===== config.mk =====
export PLATFORM = sky130hd
export DESIGN_NAME = serial_addsub
export DESIGN_NICKNAME = d
export VERILOG_FILES = /design/src/rtl/serial_alu_pkg.sv /design/src/rtl/piso_shift_reg.sv /design/src/rtl/serial_addsub.sv
export SDC_FILE = /design/constraint.sdc
export NUM_CORES = 1
export LEC_CHECK = 0
export BUFFER_PORTS_ARGS = -buffer_cell sky130_fd_sc_hd__buf_2
export CAP_MARGIN = 30
export CORE_ASPECT_RATIO = 0.75
export CORE_MARGIN = 5
export CORE_UTILIZATION = 55
export DETAILED_ROUTE_END_ITERATION = 10
export PLACE_DENSITY = 0.8
export SYNTH_ARGS = -nofsm -noshare
export SYNTH_HDL_FRONTEND = slang
export SYNTH_SLANG_ARGS = --single-unit

===== constraint.sdc =====
create_clock -name clk -period 1.8 [get_ports clk]
set_input_delay 0.45 -clock clk [delete_from_list [all_inputs] [get_ports clk]]
set_output_delay 0.45 -clock clk [all_outputs]
set_load 0.02 [all_outputs]

===== src/rtl/serial_alu_pkg.sv =====
// Shared types and sizing helpers for the bit-serial ALU engines.
package serial_alu_pkg;

  typedef enum logic [1:0] {S_IDLE, S_RUN, S_DONE} state_t;

  // Bit-counter width; never narrower than one bit.
  function automatic int cnt_w(input int w);
    return (w <= 2) ? 1 : $clog2(w);
  endfunction

endpackage


===== src/rtl/piso_shift_reg.sv =====
// Parallel-in / serial-out shift register, LSB presented first.
module piso_shift_reg #(
  parameter int WIDTH = 64
) (
  input  logic             clk,
  input  logic             reset_n,
  input  logic             load,
  input  logic             shift,
  input  logic [WIDTH-1:0] d,
  output logic             sout
);

  logic [WIDTH-1:0] q;

  always_ff @(posedge clk or negedge reset_n) begin
    if (!reset_n)   q <= '0;
    else if (load)  q <= d;
    else if (shift) q <= {1'b0, q[WIDTH-1:1]};
  end

  assign sout = q[0];

endmodule


===== src/rtl/serial_addsub.sv =====
// Bit-serial WIDTH-bit add/subtract with NZCV flags, one bit per clock.
// Optional carry-in port enabled by defining SERIAL_ADDSUB_CIN_EN.
module serial_addsub
  import serial_alu_pkg::*;
#(
  parameter int WIDTH = 64
) (
  input  logic             clk,
  input  logic             reset_n,
  input  logic             start_valid,
  output logic             start_ready,
  input  logic [WIDTH-1:0] a,
  input  logic [WIDTH-1:0] b,
  input  logic             sub,
`ifdef SERIAL_ADDSUB_CIN_EN
  input  logic             cin,
`endif
  output logic             result_valid,
  input  logic             result_ready,
  output logic [WIDTH-1:0] result,
  output logic             flag_n,
  output logic             flag_z,
  output logic             flag_c,
  output logic             flag_v,
  output logic             busy
);

  localparam int CNT_W = cnt_w(WIDTH);

  state_t           state, state_nxt;
  logic [CNT_W-1:0] count;
  logic             carry, carry_msb, zero_acc;
  logic [WIDTH-1:0] res_sh;
  logic             a_bit, b_bit, s, cout;
  logic             accept, running, done, last, cin_init;

  assign accept  = start_valid && (state == S_IDLE);
  assign running = (state == S_RUN);
  assign done    = (state == S_DONE);
  assign last    = (count == CNT_W'(WIDTH - 1));

`ifdef SERIAL_ADDSUB_CIN_EN
  assign cin_init = cin;
`else
  assign cin_init = sub;
`endif

  piso_shift_reg #(.WIDTH(WIDTH)) u_a_sh (
    .clk(clk), .reset_n(reset_n), .load(accept), .shift(running),
    .d(a), .sout(a_bit)
  );

  // B is inverted at load so subtraction is A + ~B + 1 through the same cell.
  piso_shift_reg #(.WIDTH(WIDTH)) u_b_sh (
    .clk(clk), .reset_n(reset_n), .load(accept), .shift(running),
    .d(b ^ {WIDTH{sub}}), .sout(b_bit)
  );

  assign s    = a_bit ^ b_bit ^ carry;
  assign cout = (a_bit & b_bit) | (a_bit & carry) | (b_bit & carry);

  always_ff @(posedge clk or negedge reset_n) begin
    if (!reset_n) begin
      state     <= S_IDLE;
      count     <= '0;
      carry     <= 1'b0;
      carry_msb <= 1'b0;
      zero_acc  <= 1'b0;
      res_sh    <= '0;
    end else begin
      state <= state_nxt;
      if (accept) begin
        count     <= '0;
        carry     <= cin_init;
        carry_msb <= 1'b0;
        zero_acc  <= 1'b1;
        res_sh    <= '0;
      end else if (running) begin
        carry    <= cout;
        res_sh   <= {s, res_sh[WIDTH-1:1]};
        zero_acc <= zero_acc & ~s;
        if (last) carry_msb <= carry;
        else      count     <= count + 1'b1;
      end
    end
  end

  always_comb begin
    state_nxt = state;
    case (state)
      S_IDLE: if (start_valid)  state_nxt = S_RUN;
      S_RUN:  if (last)         state_nxt = S_DONE;
      S_DONE: if (result_ready) state_nxt = S_IDLE;
      default:                  state_nxt = S_IDLE;
    endcase
  end

  // Outputs are gated so nothing leaks from the shift chain outside DONE.
  assign start_ready  = (state == S_IDLE);
  assign busy         = !start_ready;
  assign result_valid = done;
  assign result       = done ? res_sh : '0;
  assign flag_n       = done & res_sh[WIDTH-1];
  assign flag_z       = done & zero_acc;
  assign flag_c       = done & carry;
  assign flag_v       = done & (carry_msb ^ carry);

endmodule

==> key figures <==
Worst hold path
  – Hold wc startpoint: result_ready
  – Worst Hold Class: in -> reg
  – WHS Endpoint: state[1]
  – Hold path depth: 2

STA
  – # setup viols final: 71
  – RSZ-0062 raised after global routing: true
  – Fin Hold WS: between 0.1 and 0.15 ns
  – Rel. slew slack: between 70% and 80%
  – Min Tclk post-route: approximately 2.0 ns
  – Fin. Hold Viols: 0
  – Tcrit/Tclk final: 113%
  – Fmax: just under 500 MHz
  – Clock Skew: around 0.011 ns
  – Setup ws final: -0.239 ns
  – Slew Limit Fails: 0
  – Worst-margin pin slew: ~0.43 ns

Synthesis
  – Area leader, netlist: dfrtp_1
  – Xor/xnor share of the synthesized area: 5.97%
  – Area contributors post-synth: dfrtp_1 (52%), nand2_1 (15%), xor2_1 (5.8%)
  – Most numerous cell in the Yosys netlist: nand2_1
  – Avg Inst Size Synth: between 8 and 9 um2
  – Top_reg_cell synth: dfrtp_1
  – YS warnings: 0
  – Yosys top cell area share: 52.4%
  – Post-synthesis compound-gate area fraction: 12.9%
  – Most frequent cells after synthesis: nand2_1 (392), dfrtp_1 (203), nor2_1 (69)
  – Syn nets: roughly 1.2k
  – Mapped Cells: around 1.1k
  – Largest family of logic cells by synthesized area: simple AND/OR/NAND/NOR gates
  – Simple-gate portion of the synthesized area: between 20% and 30%
  – Post-synthesis mux area share: 0%
  – Seq/Total Area, Yosys: 52.4%
  – #FFs+latches synth: a little over 200
  – Post-Synth Adder-Cell Area: 0.336%
  – Mapped Area: 9690 um2
  – Cell variety after synth: 31
  – EDFF count, synth: 0
  – Post-synthesis async set-or-reset flop share: between 90% and 100%

Setup path
  – CP max FO: 22
  – R2r endpoint: res_sh[45]
  – Critical path's largest stage delay: 0.38 ns
  – Worst EP required: between 1 and 1.5 ns
  – R2R Setup Slk: 0.03 ns
  – Crit path arrival time: ~1.6 ns
  – Worst Reg-to-Reg Cells: 6
  – Worst reg2reg startpoint: state[1]
  – CP Launch Type: flip-flop
  – Origin of the worst setup path: state[0]
  – Worst-path cell with the longest stage delay: dfrtp_1
  – Critical path capture point type: output pin
  – WS Path Type: reg -> out
  – CP cell instances: nand2b_4 > inv_8 > buf_16 > and2_1 > buf_6

Job
  – Number of max-cap violations: 0

Floorplan
  – Initial core utilization: 55.4%
  – Die Ht: roughly 120 um
  – Top-Level Pins: around 200
  – FP Rows: 42
  – Die Footprint: a little over 20000 um2
  – Core area: about 17000 um2
  – Die X: around 160 um

Clock tree
  – H-tree Lvls: 1
  – Root buffer cell: clkbuf_16
  – CTS Buf Count: 20
  – Worst skew pair latency: 0.49 ns
  – CTS clk-pin slew, worst paths: ~0.06 ns
  – TritonCTS clock tree: done
  – Clock Sinks: around 200
  – Max clock buf depth: 3

Layout
  – Final cell utilization of the core: between 70% and 80%
  – Fill cells: ~1.3k
  – Final net count: between 1k and 1.5k
  – Layout cells sized above 1: between 20% and 30%
  – Layout area overhead: 29.8%

Placement
  – PortBufs: between 200 and 250
  – HPWL after DPL: ~15000 um
  – Final GP Congestion: 0.820
  – Place WS: about 0.0054 ns

Routing
  – Antenna viol nets, final: 0
  – DR iter-0 viols: ~830
  – Wire per inst: around 16 um
  – First-pass DRT Iterations: 6
  – # DRC: 0
  – Vias per inst: 5.36
  – Routed WL: around 25000 um
  – Via count: ~8.3k

Power and ir drop
  – Pwr dens: between 1000 and 1500 nW/um2
  – Tot Pwr: 17.8 mW
  – VDD IR-drop max: slightly above 0.0009 V
  – LEAKAGE: 6.04 nW

Global route
  – Pin count of the biggest net entering global routing: 83
  – Overflow after GRT: 0
  – Vias in the first global route: between 7k and 8k
  – First-pass GRT wire length: slightly below 40000 um
  – GRT Util Overall: roughly 23%
  – Antenna violations before repair: 2

Status
  – Result of the run: finished with violations
  – Failing checks: negative setup slack
-- cells by family after synthesis --
| family | after synthesis |
|---|---|
| xor+xnor | 66 |
| simple gates | 547 |
| compound gates | 200 |
| fa+ha+maj | 2 |
| flops | 203 |
| buf+inv | 89 |
-- worst max-delay path: cells and delay by family, from the launching register on --
family        cells  cell delay (ns)
flops             1             0.38
buf+inv           3             0.37
simple gates      2             0.33
-- timing repair --
item,4_1_cts,5_1_grt
setup endpoints to repair,71,101
cloned,1,5
gates resized for setup,146,53
buffers inserted,3,9
pin swaps,2,7
hold buffers,1,0
hold endpoints to repair,37,0
-- report_power, final --
group | leakage [nW] | internal (mW) | switching [mW]
Sequential | 2.55 | 6.67 | 1.43
Clock | 0.324 | 2.42 | 1.72
Combinational | 3.17 | 2.44 | 3.09
Total | 6.04 | 11.5 | 6.24
-- area by class of cell --
class | count | area (um2) | area share (%)
flip-flops and latches | 203 | 5080 | 40.4
multi-input cells | 815 | 4280 | 34.0
repair buffers | 251 | 2230 | 17.7
clock buffers | 30 | 629 | 5.00
well taps | 242 | 303 | 2.41
clock inverters | 5 | 30.0 | 0.239
inverters | 3 | 18.8 | 0.149
diodes | 1 | 2.50 | 0.0199
-- placed cells by master (no fill, tap or decap), drive strengths merged, types with 2 or more instances in the layout --
master      n
nor2       70
clkinvlp    2
xnor2       2
clkinv      3
a211oi      2
a22oi      64
and2       66
nor2b       2
clkbuf     36
xor2       64
dfrtp     203
buf       244
inv         3
nor3        4
nand3       6
nand2b      2
a31oi      63
o21ai      67
nand2     392
a21oi       2
-- how the worst max path moves through the flow --
stage / to / slack, ns / cells after the start
4_1_cts: result[63] / -0.26 / 5
5_1_grt: result[55] / -0.32 / 5
6_report: result[55] / -0.24 / 5
3_3_place_gp: result[63] / 0.08 / 5
2_1_floorplan: result[54] / 0.009 / 4
3_5_place_dp: result[4] / 0.005 / 5
-- metal layers --
layer | share of wire (%) | global-route usage [%]
met1 | 44 | 33.9
met2 | 48 | 35.6
met3 | 6.3 | 4.28
met4 | 2.0 | 5.67
met5 | 0.028 | 0
-- registers in the layout, summed over array words and instances (netlist names) --
| register | cells |
|---|---|
| state | 2 |
| res_sh | 64 |
| u_b_sh.q | 64 |
| count | 6 |
| u_a_sh.q | 64 |
| carry | 1 |
| zero_acc | 1 |
| carry_msb | 1 |
-- through the flow --
step	setup TNS, ns	instances	area [um2]
floorplan	0	1107	9690
global placement	0	1495	11100
detailed placement	0	1495	11100
CTS	-15.49	1535	12200
global route	-20.18	1550	12600
finish	-14.85	1550	12600
Power figures use the tool's default switching activity.
